===== src/rtl/accum_looper_pkg.sv =====
// Shared sizing and state encoding for the accumulation warp looper.
package accum_looper_pkg;
  localparam int DIM    = 4;
  localparam int BW     = 16;
  localparam int N_CFG  = 4;
  localparam int ID_BW  = $clog2(N_CFG + 1);
  localparam int LVL_BW = $clog2(DIM + 1);

  typedef enum logic [1:0] {IDLE, RUN, DONE} state_e;

  typedef struct packed {
    logic wraps0;
    logic fin;
  } tflag_t;
endpackage


===== src/rtl/accum_looper_carry.sv =====
// Combinational stride/wrap/carry chain over the DIM-deep offset tuple.
module accum_looper_carry
  import accum_looper_pkg::*;
(
  input  logic [DIM-1:0][BW-1:0] ofs,
  input  logic [DIM-1:0][BW-1:0] beg,
  input  logic [DIM-1:0][BW-1:0] lim,
  input  logic [DIM-1:0][BW-1:0] stride,
  output logic [DIM-1:0][BW-1:0] nxt_ofs,
  output logic [LVL_BW-1:0]      lvl,
  output logic                   wraps0,
  output logic                   fin
);
  logic [DIM-1:0][BW:0] sum;
  logic [DIM-1:0]       wrap;
  logic                 c;

  // One extra bit so a stride overshooting 2^BW still counts as a wrap.
  for (genvar d = 0; d < DIM; d++) begin : g_dim
    assign sum[d]  = {1'b0, ofs[d]} + {1'b0, stride[d]};
    assign wrap[d] = sum[d] >= {1'b0, lim[d]};
  end

  always_comb begin
    nxt_ofs = ofs;
    lvl     = LVL_BW'(DIM);
    c       = 1'b1;
    for (int d = 0; d < DIM; d++) begin
      if (c) begin
        if (wrap[d]) nxt_ofs[d] = beg[d];
        else begin
          nxt_ofs[d] = sum[d][BW-1:0];
          lvl        = LVL_BW'(d);
          c          = 1'b0;
        end
      end
    end
    wraps0 = wrap[0];
    fin    = c;
  end
endmodule


===== src/rtl/accum_warp_looper_gen.sv =====
// Nested offset loop with per-level config id ranges; emits one beat per id per tuple.
module accum_warp_looper_gen
  import accum_looper_pkg::*;
(
  input  logic                       i_clk,
  input  logic                       i_rst_n,
  input  logic                       cmd_rdy,
  output logic                       cmd_ack,
  input  logic [DIM-1:0][BW-1:0]     i_beg,
  input  logic [DIM-1:0][BW-1:0]     i_end,
  input  logic [DIM-1:0][BW-1:0]     i_stride,
  input  logic [DIM:0][ID_BW-1:0]    i_id_begs,
  input  logic [DIM:0][ID_BW-1:0]    i_id_ends,
  output logic                       out_rdy,
  input  logic                       out_ack,
  output logic [ID_BW-1:0]           o_id,
  output logic [DIM-1:0][BW-1:0]     o_ofs,
  output logic                       o_retire,
  output logic                       o_islast,
  output logic                       o_done
);
  state_e                  st, st_nxt;
  logic [DIM-1:0][BW-1:0]  beg_q, end_q, stride_q, ofs_q, stride_in;
  logic [DIM:0][ID_BW-1:0] idb_q, ide_q;
  logic [ID_BW-1:0]        id_q, id_end_q;
  tflag_t                  tf_q, la_tf;
  logic [DIM-1:0][BW-1:0]  adv_ofs, la_ofs, la_beg, la_end, la_stride, la_nxt;
  logic [LVL_BW-1:0]       adv_lvl, la_lvl;
  logic                    adv_w0, adv_fin, la_w0, la_fin;
  logic                    degen, empty, last_id, advance;
  logic                    unused_ok;

  for (genvar d = 0; d < DIM; d++) begin : g_stride
    assign stride_in[d] = (i_stride[d] == '0) ? BW'(1) : i_stride[d];
  end

  always_comb begin
    degen = 1'b0;
    for (int d = 0; d < DIM; d++)
      if (i_end[d] <= i_beg[d]) degen = 1'b1;
  end

  accum_looper_carry u_adv (
    .ofs(ofs_q), .beg(beg_q), .lim(end_q), .stride(stride_q),
    .nxt_ofs(adv_ofs), .lvl(adv_lvl), .wraps0(adv_w0), .fin(adv_fin)
  );

  // Lookahead: flags of the tuple about to be loaded (command tuple in IDLE).
  assign la_ofs    = (st == IDLE) ? i_beg     : adv_ofs;
  assign la_beg    = (st == IDLE) ? i_beg     : beg_q;
  assign la_end    = (st == IDLE) ? i_end     : end_q;
  assign la_stride = (st == IDLE) ? stride_in : stride_q;

  accum_looper_carry u_la (
    .ofs(la_ofs), .beg(la_beg), .lim(la_end), .stride(la_stride),
    .nxt_ofs(la_nxt), .lvl(la_lvl), .wraps0(la_w0), .fin(la_fin)
  );
  assign la_tf     = '{wraps0: la_w0, fin: la_fin};
  assign unused_ok = ^{la_nxt, la_lvl, adv_w0, adv_fin};

  assign empty   = !(id_q < id_end_q);
  assign last_id = ({1'b0, id_q} + (ID_BW+1)'(1)) == {1'b0, id_end_q};
  assign advance = (st == RUN) && (empty || (out_ack && last_id));

  assign out_rdy  = (st == RUN) && !empty;
  assign o_id     = id_q;
  assign o_ofs    = ofs_q;
  assign o_retire = out_rdy && last_id && (tf_q.wraps0 || tf_q.fin);
  assign o_islast = out_rdy && last_id && tf_q.fin;
  assign o_done   = (st == DONE);

  always_comb begin
    st_nxt  = st;
    cmd_ack = 1'b0;
    case (st)
      IDLE: if (cmd_rdy) begin
        cmd_ack = 1'b1;
        st_nxt  = degen ? DONE : RUN;
      end
      RUN:     if (advance && tf_q.fin) st_nxt = DONE;
      DONE:    st_nxt = IDLE;
      default: st_nxt = IDLE;
    endcase
  end

  always_ff @(posedge i_clk or negedge i_rst_n) begin
    if (!i_rst_n) begin
      st       <= IDLE;
      beg_q    <= '0;
      end_q    <= '0;
      stride_q <= '0;
      ofs_q    <= '0;
      idb_q    <= '0;
      ide_q    <= '0;
      id_q     <= '0;
      id_end_q <= '0;
      tf_q     <= '0;
    end else begin
      st <= st_nxt;
      if (cmd_ack) begin
        beg_q    <= i_beg;
        end_q    <= i_end;
        stride_q <= stride_in;
        idb_q    <= i_id_begs;
        ide_q    <= i_id_ends;
        ofs_q    <= i_beg;
        id_q     <= i_id_begs[DIM];
        id_end_q <= i_id_ends[DIM];
        tf_q     <= la_tf;
      end else if (st == RUN) begin
        if (advance) begin
          if (!tf_q.fin) begin
            ofs_q    <= adv_ofs;
            id_q     <= idb_q[adv_lvl];
            id_end_q <= ide_q[adv_lvl];
            tf_q     <= la_tf;
          end
        end else if (out_ack) begin
          id_q <= id_q + ID_BW'(1);
        end
      end
    end
  end
endmodule


===== config.mk =====
export PLATFORM = sky130hd
export DESIGN_NAME = accum_warp_looper_gen
export DESIGN_NICKNAME = d
export VERILOG_FILES = /design/src/rtl/accum_looper_pkg.sv /design/src/rtl/accum_looper_carry.sv /design/src/rtl/accum_warp_looper_gen.sv
export SDC_FILE = /design/constraint.sdc
export NUM_CORES = 1
export LEC_CHECK = 0
export CAP_MARGIN = 10
export CELL_PAD_IN_SITES_DETAIL_PLACEMENT = 1
export CELL_PAD_IN_SITES_GLOBAL_PLACEMENT = 2
export CORE_ASPECT_RATIO = 2
export CORE_MARGIN = 4
export CORE_UTILIZATION = 34
export CTS_CLUSTER_DIAMETER = 40
export CTS_CLUSTER_SIZE = 30
export DETAILED_ROUTE_END_ITERATION = 16
export HOLD_SLACK_MARGIN = 0.06
export PLACE_DENSITY_LB_ADDON = 0.1
export SLEW_MARGIN = 30
export SYNTH_ARGS = -nofsm -noshare
export SYNTH_HDL_FRONTEND = slang
export SYNTH_SLANG_ARGS = --single-unit

===== constraint.sdc =====
create_clock -name i_clk -period 9.3 [get_ports i_clk]
set_clock_uncertainty 0.1 [all_clocks]
set_input_delay 0.93 -clock i_clk [delete_from_list [all_inputs] [get_ports i_clk]]
set_output_delay 0.93 -clock i_clk [all_outputs]
set_load 0.01 [all_outputs]

* Word-level counts from Yosys, hierarchy flattened
Index checks and enable logic that the tools add are counted.
Word-level totals: flip-flop bits (word level) 296, bits of input ports 226, logic and storage cells 148
Cells by class: $add $sub $neg 10, $lt $le $gt $ge 14, eq/ne operators 7, mux-type cells 64, reductions and logical operators 22
Operators by type and width (number):
- 64-bit two-way mux | 7
- 16-bit two-way mux | 11
- 16-bit by 16-bit adder with 17-bit output | 8
- 17-bit by 16-bit >= comparator with 1-bit output | 8
- 16-bit less-or-equal comparator | 4
- 16-bit zero test | 4
- 3-bit two-way mux | 18
- 3-bit binary-select mux with 3-bit select | 2
- 1-bit two-way mux | 18
- 2-bit two-way mux | 7
- 1-bit logical AND | 7
- 3-bit AND reduction | 2
- 3-bit by 1-bit adder with 4-bit output, second input constant | 1
- 4-bit by 3-bit == test with 1-bit output | 1
- 3-bit by 4-bit < comparator with 1-bit output, second input constant | 1
- 2-bit inequality test, second input constant | 2
- 2-bit case mux with 2 select lines | 1
- 2-bit AND reduction | 2
- 2-bit nonzero test | 2
- 3-bit by 1-bit adder with 3-bit output, second input constant | 1
- 3-bit < comparator | 1
- 3-bit inequality test, second input constant | 1
- 3-bit nonzero test | 1
- 2-bit by 1-bit == test with 1-bit output, second input constant | 1
- other kinds (5) | 6

* Depth between registers and ports, before layout
Gate-level depths: netlist of the first run.
word-level depth 17, mapped depth 39

* Hierarchy
From an unflattened synthesis of the first run, not the netlist that was laid out.
Unflattened totals: cells, all modules 3796, area, all modules 27521.4 µm²
By module, submodules not included:
- accum_warp_looper_gen | times used 1, cells an instance 2288, area an instance 16215.6 µm²
- accum_looper_carry (u_la) | times used 1, cells an instance 756, area an instance 5660.4 µm²
- accum_looper_carry (u_adv) | times used 1, cells an instance 752, area an instance 5645.4 µm²

* Least setup slack after synthesis of the first run
Ideal clock, no wire load.
path type register to register, start register ofs_q, in the netlist o_ofs[16], end register tf_q[0] in the netlist's numbering, library setup time 95 ps, data arrival time 7240 ps, required time 9105 ps, path slack 1865 ps, cell stages (with the launch flop) 37, buffers on the path 2, clock period less this slack 7435 ps, cell sequence dfrtp_1 > ha_1 > fa_1 > a211oi_1 > o21ai_1 > nand4_1 > a21oi_1 > or3b_2 > xor2_1 > ha_1 > a21oi_1 > nor2b_1 > a2111oi_0 > o21ai_0 > nor3_2 > buf_4 > buf_2 > mux2i_1 > nor2_1 > a21oi_1 > a21oi_1 > ha_1 > nor2b_1 > o21ai_0 > a21boi_0 > o41ai_1 > o21ai_0 > o211ai_1 > nand2b_1 > a21oi_1 > xnor2_1 > ha_1 > nand3_1 > or4_1 > a21oi_1 > nor3_1 > o31ai_1
On the way: longest elaborated chain between the ends 15
RTL lines:
- start, declared | line accum_warp_looper_gen.sv:23 | logic [DIM-1:0][BW-1:0] beg_q, end_q, stride_q, ofs_q, stride_in;
- start signal, assigned | line accum_warp_looper_gen.sv:106 | ofs_q <= i_beg;
- start signal, assigned | line accum_warp_looper_gen.sv:113 | ofs_q <= adv_ofs;
- 16-bit by 16-bit adder with 17-bit output | line accum_looper_carry.sv:20 | assign sum[d] = {1'b0, ofs[d]} + {1'b0, stride[d]};
- 17-bit by 16-bit >= comparator with 1-bit output | line accum_looper_carry.sv:21 | assign wrap[d] = sum[d] >= {1'b0, lim[d]};
- 1-bit two-way mux / 16-bit two-way mux (equally long branches) | line accum_looper_carry.sv:30 | if (wrap[d]) nxt_ofs[d] = beg[d];
- 1-bit two-way mux / 16-bit two-way mux (equally long branches) | line accum_looper_carry.sv:29 | if (c) begin
- 1-bit two-way mux, or another cell as far along | line accum_looper_carry.sv:29
- 16-bit two-way mux, or another cell as far along | line accum_looper_carry.sv:29
- 64-bit two-way mux (*) | line accum_warp_looper_gen.sv:49 | assign la_ofs = (st == IDLE) ? i_beg : adv_ofs;
- 16-bit by 16-bit adder with 17-bit output, or another cell as far along | line accum_looper_carry.sv:20
- 17-bit by 16-bit >= comparator with 1-bit output, or another cell as far along | line accum_looper_carry.sv:21
- 1-bit two-way mux, on equally long branches | line accum_looper_carry.sv:30, accum_looper_carry.sv:29
- 1-bit two-way mux (*) | line accum_looper_carry.sv:29
- 2-bit two-way mux | line accum_warp_looper_gen.sv:112 | if (!tf_q.fin) begin
- 2-bit two-way mux | line accum_warp_looper_gen.sv:111 | if (advance) begin
- 2-bit two-way mux | line accum_warp_looper_gen.sv:110 | end else if (st == RUN) begin
- 2-bit two-way mux (*) | line accum_warp_looper_gen.sv:100 | if (cmd_ack) begin
- end signal, assigned | line accum_warp_looper_gen.sv:109 | tf_q <= la_tf;
- end signal, assigned | line accum_warp_looper_gen.sv:116 | tf_q <= la_tf;
- end, declared | line accum_warp_looper_gen.sv:26 | tflag_t tf_q, la_tf;
Every way passes the cells marked *; elsewhere a longest branch is shown, timed or not. The select of a mux whose other input is x is not followed. A chain may end at the register's enable or synchronous reset.

* Worst setup path after layout of the first run
start register ofs_q, in the netlist o_ofs[1], end register tf_q[0] in the netlist's numbering
On the way: longest elaborated chain between the ends 15
RTL lines (line):
- 16-bit by 16-bit adder with 17-bit output (*) | accum_looper_carry.sv:20
- 17-bit by 16-bit >= comparator with 1-bit output | accum_looper_carry.sv:21
- 1-bit two-way mux | accum_looper_carry.sv:30
- 1-bit two-way mux / 16-bit two-way mux (equally long branches) | accum_looper_carry.sv:29
- 1-bit two-way mux, or another cell as far along | accum_looper_carry.sv:29
- 16-bit two-way mux, or another cell as far along | accum_looper_carry.sv:29
- 64-bit two-way mux (*) | accum_warp_looper_gen.sv:49
- 16-bit by 16-bit adder with 17-bit output, or another cell as far along | accum_looper_carry.sv:20
- 17-bit by 16-bit >= comparator with 1-bit output, or another cell as far along | accum_looper_carry.sv:21
- 1-bit two-way mux, on equally long branches | accum_looper_carry.sv:30, accum_looper_carry.sv:29
- 1-bit two-way mux (*) | accum_looper_carry.sv:29
- 2-bit two-way mux | accum_warp_looper_gen.sv:112
- 2-bit two-way mux | accum_warp_looper_gen.sv:111
- 2-bit two-way mux | accum_warp_looper_gen.sv:110
- 2-bit two-way mux (*) | accum_warp_looper_gen.sv:100
Marked as above.

==> results_dict.tcl, run 1 <==
set metrics [dict create \
    die_x_um 201 \
    whs_ns 0.207 \
    final_util_pct 42.1 \
    drt_iter0_drc 1028 \
    synth_top_area_share_pct 29.3 \
    status "finished clean" \
    drc 0 \
    core_um2 73900 \
    start_util_pct 34.2 \
    routed_wl_um 106000 \
    drtPass1Iterations 5 \
    p_per_area_nw_per_um2 293 \
    ir_drop_v 0.000127 \
    cp.required_ns 9.73 \
    fin_crit_ns 8.63 \
    place.gp.congestion 0.887 \
    synth-edff-count 0 \
    grt_pass1_vias 26555 \
    fmaxAchievable_ghz 0.116 \
    layout_common_cells "777 x nand2_1, 324 x ha_1, 296 x dfrtp_1, 296 x clkdlybuf4s50_1, 262 x o21ai_0" \
    post-route-period-util_pct 92.8 \
    critPathLaunchType "register" \
    hold_buffers 0 \
    max_stage_delay_ns 0.52 \
    dieHeight_um 394 \
    final_common_cell "nand2_1" \
    syn_nets 3719 \
    die-area_um2 79100 \
    cpMaxStageDelayCell "o211ai_1" \
    synth-async-reset-ratio_pct 100 \
    insertion_delay_ns 0.63 \
    area_growth_pct 22.9 \
    wl_per_cell_um 24.1 \
    layout.nets 3980 \
    vias_per_cell 5.51 \
    worstSetupPathType "register to register" \
    crit_top_cell "o21ai_0" \
    numCtsBuffers 53 \
    pin_count 298 \
    dr_total_vias 24197 \
    tightest_slew_ns 0.943 \
    cts_max_path_buffers 3 \
    avgSynthCellArea_um2 8.00 \
    syn_inst 3161 \
    ys_warn_count 0 \
    ys_types 84 \
    setup_slack_ns 0.669 \
    synth_top_cell_by_area "dfrtp_1" \
    drive_above_1_share_pct 6.00 \
    ys_seq_area_share_pct 29.3 \
    rsz0062_at_grt "no" \
    relSlewSlack_pct 37.1 \
    dpl_worst_slack_ns 0.173 \
    finalSetupTns_ns 0 \
    cts_root_buffer "clkbuf_16" \
    maxSlewViolCount 0 \
    cts_tree "done" \
    grt.overflow.total 0 \
    synth_seq_cells 296 \
    antenna_found_initial 3 \
    clk_pin_slew_ns 0.07 \
    arrival_ns 9.06 \
    power_leakage_nw 15.0 \
    setup.worst_path.end_class "register" \
    hold_class "primary input to asynchronous set/reset pin" \
    finalHoldViolations 0 \
    critical_path.max_fanout 17 \
    grt_usage_pct 26.2 \
    maxCapViolCount 0 \
    place_hpwl_um 82000 \
    synth_area_leaders "dfrtp_1 29%, ha_1 16%, nand2_1 12%" \
    grt_pass1_wl_um 163000 \
    cts_sinks 296 \
    antenna_left 0 \
    num_rows 141 \
    netlist_area_um2 25300 \
    port_buffers 297 \
    h-tree-depth 2 \
    finalSetupViolCount 0 \
    grt_max_degree 156 \
    synth_ff_type "dfrtp_1" \
]
-- metal layers --
layer | up-vias | global-route usage (%) | share of wire (%)
li1 | 11533 | - | -
met1 | 12012 | 30.2 | 40
met2 | 492 | 49.1 | 53
met3 | 158 | 3.65 | 3.4
met4 | 2 | 9.02 | 3.8
met5 | - | 0 | 0.012
-- flip-flops by register name, indices dropped and copies added (netlist names), 3 cells and up --
name	count
id_end_q	3
idb_q	15
beg_q	64
o_id	3
stride_q	64
end_q	64
ide_q	15
o_ofs	64
-- worst paths after layout --
| kind | cells past startpoint | from | slack, ns | endpoint |
|---|---|---|---|---|
| max | 35 | o_ofs[1] | 0.67 | tf_q[0] |
| min | 1 | i_rst_n | 0.21 | o_ofs[8] |
| max reg2reg | 35 | o_ofs[1] | 0.67 | tf_q[0] |
| min reg2reg | 2 | beg_q[59] | 0.38 | beg_q[59] |
| max in group asynchronous | 3 | i_rst_n | 7.37 | o_ofs[53] |
| min in group i_clk | 2 | beg_q[59] | 0.38 | beg_q[59] |
-- what timing repair did --
| action | 4_1_cts | 5_1_grt |
|---|---|---|
| setup endpoints to repair | 0 | 2 |
| resized for setup | 0 | 8 |
| setup buffers | 0 | 5 |
-- synth_stat cells, types with 8 or more instances --
cell	count
a31oi_1	15
ha_1	324
a2111oi_0	9
inv_1	184
nor3_1	47
o21ai_0	263
or2_2	9
buf_2	9
a211oi_1	23
nor2b_1	37
nand2b_1	25
nand3_1	67
or3_1	10
o211ai_1	27
nand4_1	27
a21o_1	47
fa_1	8
o31ai_1	10
clkbuf_1	100
o21ai_1	21
mux2_2	25
nand2_1	778
o21a_1	34
xor2_1	24
and3_1	23
o21bai_1	13
nor4_1	17
xnor2_1	80
a211o_1	22
dfrtp_1	296
nor2_1	148
a21oi_1	166
and4_1	8
and2_1	9
mux2i_1	139
-- final cells by class --
class / instances / area [um2]
repair buffers: 333 / 3320
fillers: 8854 / 42800
clock buffers: 61 / 1410
multi-input cells: 2554 / 16700
flip-flops and latches: 296 / 7410
well taps: 929 / 1160
diodes: 1 / 2.50
inverters: 184 / 698
clock inverters: 36 / 367
-- worst max-delay path, delay by kind of cell, from the launching register on --
family                   cells  cell delay [ns]
AO/OA/AOI/OAI               19             4.44
adder cells (fa/ha/maj)      4             1.34
AND/OR/NAND/NOR              7             0.89
buffers and inverters        2             0.68
flip-flops                   1             0.45
XOR/XNOR                     2             0.36
multiplexers                 1             0.26
-- power breakdown --
part	switching, mW	internal (mW)	total [mW]
Clock	0.816	1.19	2.01
Sequential	0.211	1.52	1.73
Combinational	3.18	2.21	5.38
-- cells by family (layout without fill, tap and decap cells) --
family	count (synthesis)	count (layout)	synth area share, %
simple gates	1223	1223	20.8
compound gates	731	731	18.1
fa+ha+maj	332	332	16.7
buf+inv	311	614	4.99
flops	296	296	29.3
mux	164	164	6.61
xor+xnor	104	104	3.60
other cells	0	1	0
-- metrics by stage --
| stage | instance area [um2] | std cells | power (mW) |
|---|---|---|---|
| 2_1_floorplan | 25300 | 3161 | 5.29 |
| 3_5_place_dp | 29200 | 4290 | 7.09 |
| 6_report | 31100 | 4394 | 9.12 |
| 4_1_cts | 31000 | 4387 | 9.17 |
| 5_1_grt | 31100 | 4393 | 9.83 |
| 3_3_place_gp | 29200 | 4290 | 6.94 |
(Power assumes the default switching activity.)
==> inputs of run 2 (changes only) <==
Settings changed: REMOVE_ABC_BUFFERS set to 1, SLEW_MARGIN 30 to unset.
==> run 2 against run 1 <==
Via count decreased by 0.20%. Power increased by 1.3%. Sequential share of layout area decreased by 0.090 points. Critical endpoint unchanged. Combinational power increased by 1%. Die area unchanged. First-iteration DRC count decreased by 14%. Final cell count increased by 0.30%. Count of clock-buffer cells in the layout decreased by 2. Design area increased by 0.38%.
==> results_dict.tcl, run 2 (synthesis gave the netlist of run 1 again) <==
set metrics [dict create \
    cp-startpoint "o_ofs[16]" \
    whs_ns 0.281 \
    cts_sinks 296 \
    layout_common_cells "777 x nand2_1, 324 x ha_1, 296 x dfrtp_1, 296 x clkdlybuf4s50_1, 261 x o21ai_0" \
    vias_per_cell 5.48 \
    final_common_cell "nand2_1" \
    grt_pass1_wl_um 161000 \
    area_growth_pct 23.3 \
    p_per_area_nw_per_um2 296 \
    grt_pass1_vias 26552 \
    antenna_left 0 \
    layout.nets 3991 \
    die-area_um2 79100 \
    setup_slack_ns 0.505 \
    fin_crit_ns 8.79 \
    fillers 8838 \
    post_dp_cell_area_um2 29300 \
    start_util_pct 34.2 \
    finalSetupTns_ns 0 \
    hold_buffers 0 \
    critical_path.max_fanout 5 \
    final_area_um2 31200 \
    worstSetupPathType "register to register" \
    wl_per_cell_um 23.9 \
    hold_class "primary input to asynchronous set/reset pin" \
    drc 0 \
    insertion_delay_ns 0.62 \
    cts_max_path_buffers 3 \
    dpl_worst_slack_ns 0.165 \
    h-tree-depth 2 \
    status "finished clean" \
    antenna_found_initial 7 \
    drt_iter0_drc 884 \
    post-route-period-util_pct 94.6 \
    place_hpwl_um 82100 \
    max_stage_delay_ns 0.45 \
    grt.overflow.total 0 \
    power_leakage_nw 15.0 \
    relSlewSlack_pct 24.7 \
    routed_wl_um 106000 \
    port_buffers 297 \
    drive_above_1_share_pct 6.28 \
    p_total_mw 9.24 \
    num_rows 141 \
    maxCapViolCount 0 \
    maxSlewViolCount 0 \
    arrival_ns 9.22 \
    dieHeight_um 394 \
    final_util_pct 42.2 \
    clk_pin_slew_ns 0.06 \
    setup.worst_path.end_class "register" \
    grt_usage_pct 26.0 \
    cts_tree "done" \
    finalHoldViolations 0 \
    pin_count 298 \
    place.gp.congestion 0.888 \
    numCtsBuffers 52 \
    drtPass1Iterations 4 \
    ir_drop_v 0.000156 \
    dr_total_vias 24148 \
    r2r_start "o_ofs[16]" \
    finalSetupViolCount 0 \
    tightest_slew_ns 1.12 \
    critPathLaunchType "register" \
    cpMaxStageDelayCell "or3b_2" \
    cp.required_ns 9.73 \
    placedCellCount 4300 \
    grt_max_degree 136 \
    fmaxAchievable_ghz 0.114 \
    die_x_um 201 \
    cts_root_buffer "clkbuf_16" \
    layout.cells.non_filler 4407 \
    core_um2 73900 \
]
==> run 2: final timing paths <==
path	to	slack, ns	cells after the start
setup / recovery	tf_q[0]	0.51	39
hold / removal	o_ofs[54]	0.28	1
setup reg to reg	tf_q[0]	0.51	39
hold reg to reg	beg_q[32]	0.37	2
max in group asynchronous	ide_q[9]	7.38	2
min in group i_clk	beg_q[32]	0.37	2
==> run 2: repair_timing <==
action	in CTS	in global routing
resized for setup	0	10
buffers inserted	0	8
endpoints found under the setup margin	0	2
==> run 2: area by class of cell <==
class	instances	area [um2]	area share, %
Clock buffer	59	1390	4.45
Sequential cell	296	7410	23.7
Timing Repair Buffer	345	3400	10.9
Multi-Input combinational cell	2554	16700	53.6
Antenna cell	5	12.5	0.0401
Tap cell	929	1160	3.73
Inverter	184	698	2.24
Clock inverter	35	407	1.30
==> run 2: power breakdown <==
group / switching (mW) / total, mW / leakage (nW) / internal, mW
Clock: 0.798 / 2.05 / 0.870 / 1.25
Combinational: 3.19 / 5.46 / 10.5 / 2.27
Sequential: 0.208 / 1.73 / 3.63 / 1.52
Total: 4.20 / 9.24 / 15.0 / 5.04
==> run 2: routing by layer <==
layer	part of all wire (%)	vias to the layer above	track usage [%]
met4	5.3	6	11.6
met5	0.039	-	0
met2	52	541	48.2
met1	39	11825	29.0
met3	4.2	204	4.26
li1	-	11572	-
==> run 2: critical path, delay by kind of cell (launching register included) <==
family	cells	cell delay, ns
compound gates	16	3.47
xor+xnor	2	0.35
buf+inv	4	0.45
fa+ha+maj	6	1.87
flops	1	0.40
mux	1	0.18
simple gates	10	1.87
==> inputs of run 3 (changes only) <==
Settings changed: MAX_ROUTING_LAYER set to met4.
==> run 3 against run 2 <==
Sequential share of layout area barely moved. Clock power fell by 2%. Non-clock buffer count fell by 4. Critical endpoint unchanged. Sequential power barely moved. Highest routed layer is now met4. Die area did not move. Fmax rose by 0.21%.
==> results_dict.tcl, run 3 (synthesis gave the netlist of run 1 again) <==
set metrics [dict create \
    tightest_slew_ns 1.21 \
    ir_drop_v 0.000133 \
    maxSlewViolCount 0 \
    layout.nets 3988 \
    r2r_start "o_ofs[0]" \
    clk_pin_slew_ns 0.06 \
    max_stage_delay_ns 0.51 \
    port_buffers 297 \
    grt_pass1_vias 26229 \
    status "finished clean" \
    vias_per_cell 5.49 \
    maxCapViolCount 0 \
    wl_per_cell_um 24.3 \
    antenna_left 0 \
    dr_total_vias 24197 \
    arrival_ns 9.16 \
    wl_met1_um 42000 \
    numCtsBuffers 53 \
    p_per_area_nw_per_um2 295 \
    route.met3.wl_um 4230 \
    dieHeight_um 394 \
    grt_pass1_wl_um 161000 \
    route.met2.wl_um 54800 \
    die-area_um2 79100 \
    grt_max_degree 132 \
    placedCellCount 4297 \
    setup_slack_ns 0.524 \
    critPathLaunchType "register" \
    drt_iter0_drc 911 \
    cts_tree "done" \
    dpl_worst_slack_ns 0.400 \
    cts_root_buffer "clkbuf_16" \
    h-tree-depth 2 \
    critical_path.max_fanout 15 \
    hold_class "primary input to asynchronous set/reset pin" \
    finalSetupViolCount 0 \
    cts_sinks 296 \
    drc 0 \
    finalSetupTns_ns 0 \
    cpMaxStageDelayCell "a2111oi_4" \
    insertion_delay_ns 0.63 \
    core_um2 73900 \
    p_total_mw 9.19 \
    rrSetupSlack_ns 0.52 \
    place.gp.congestion 0.910 \
    cp.required_ns 9.68 \
    r2r_cells 40 \
    whs_ns 0.177 \
    highest_layer "met4" \
    place_hpwl_um 83100 \
    fmaxAchievable_ghz 0.114 \
    layout_common_cells "776 x nand2_1, 324 x ha_1, 296 x dfrtp_1, 296 x clkdlybuf4s50_1, 261 x o21ai_0" \
    layout.cells.non_filler 4408 \
    pin_count 298 \
    cts_max_path_buffers 3 \
    crit_top_cell "ha_1" \
    setup.worst_path.end_class "register" \
    relSlewSlack_pct 18.4 \
    start_util_pct 34.2 \
    final_common_cell "nand2_1" \
    drive_above_1_share_pct 6.16 \
    antenna_found_initial 7 \
    area_growth_pct 23.1 \
    worstSetupPathType "register to register" \
    num_rows 141 \
    grt_usage_pct 27.0 \
    grt.overflow.total 0 \
    fin_crit_ns 8.78 \
    die_x_um 201 \
    routed_wl_um 107000 \
    power_leakage_nw 15.0 \
    finalHoldViolations 0 \
    drtPass1Iterations 4 \
    r2r-end "tf_q[0]" \
    post-route-period-util_pct 94.4 \
]
-- run 3: through the flow --
step                cell area, um2  util (%)
floorplan                    24700         -
global placement             29300      39.6
detailed placement           29300      39.6
CTS                          31000      42.0
global route                 31100      42.1
finish                       31100      42.1
-- run 3: cell type report --
type,instances,area (um2)
tap,929,1160
sequential,296,7410
inverter,184,698
clock inverter,36,362
multi-input combinational,2554,16700
antenna,6,15.0
fill,8801,42800
timing repair buffer,341,3370
clock buffer,62,1410
-- run 3: power breakdown --
part | leakage, nW | switching, mW | internal, mW
Sequential | 3.63 | 0.210 | 1.52
Combinational | 10.5 | 3.22 | 2.25
Clock | 0.861 | 0.797 | 1.21
Total | 15.0 | 4.22 | 4.97
-- run 3: worst max path at each step --
stage                          from      end  slack [ns]  cells past startpoint
after floorplan               st[1]  o_id[2]      -12.33                      7
after global placement    o_ofs[17]  tf_q[0]        0.59                     35
after detailed placement   o_ofs[0]  tf_q[0]        0.40                     37
after CTS                 o_ofs[48]  tf_q[0]        0.29                     40
after global routing       o_ofs[0]  tf_q[0]       -0.02                     40
final                      o_ofs[0]  tf_q[0]        0.52                     40
-- run 3: what timing repair did --
action,in CTS,in global routing
gates resized for setup,0,7
hold buffers,0,0
setup buffers,0,7
setup endpoints to repair,0,2
hold endpoints to repair,0,0
-- run 3: critical path, delay by kind of cell (launching register included) --
kind            cells  cell delay (ns)
buf+inv             4             0.60
flops               1             0.39
simple gates       10             1.47
fa+ha+maj           6             1.94
xor+xnor            2             0.35
compound gates     18             3.77
-- run 3: per-layer routing --
metal | vias to the layer above | track usage (%)
li1 | 11576 | -
met1 | 11890 | 29.3
met2 | 511 | 47.9
met3 | 220 | 4.17
met4 | 0 | 13.3
met5 | - | -
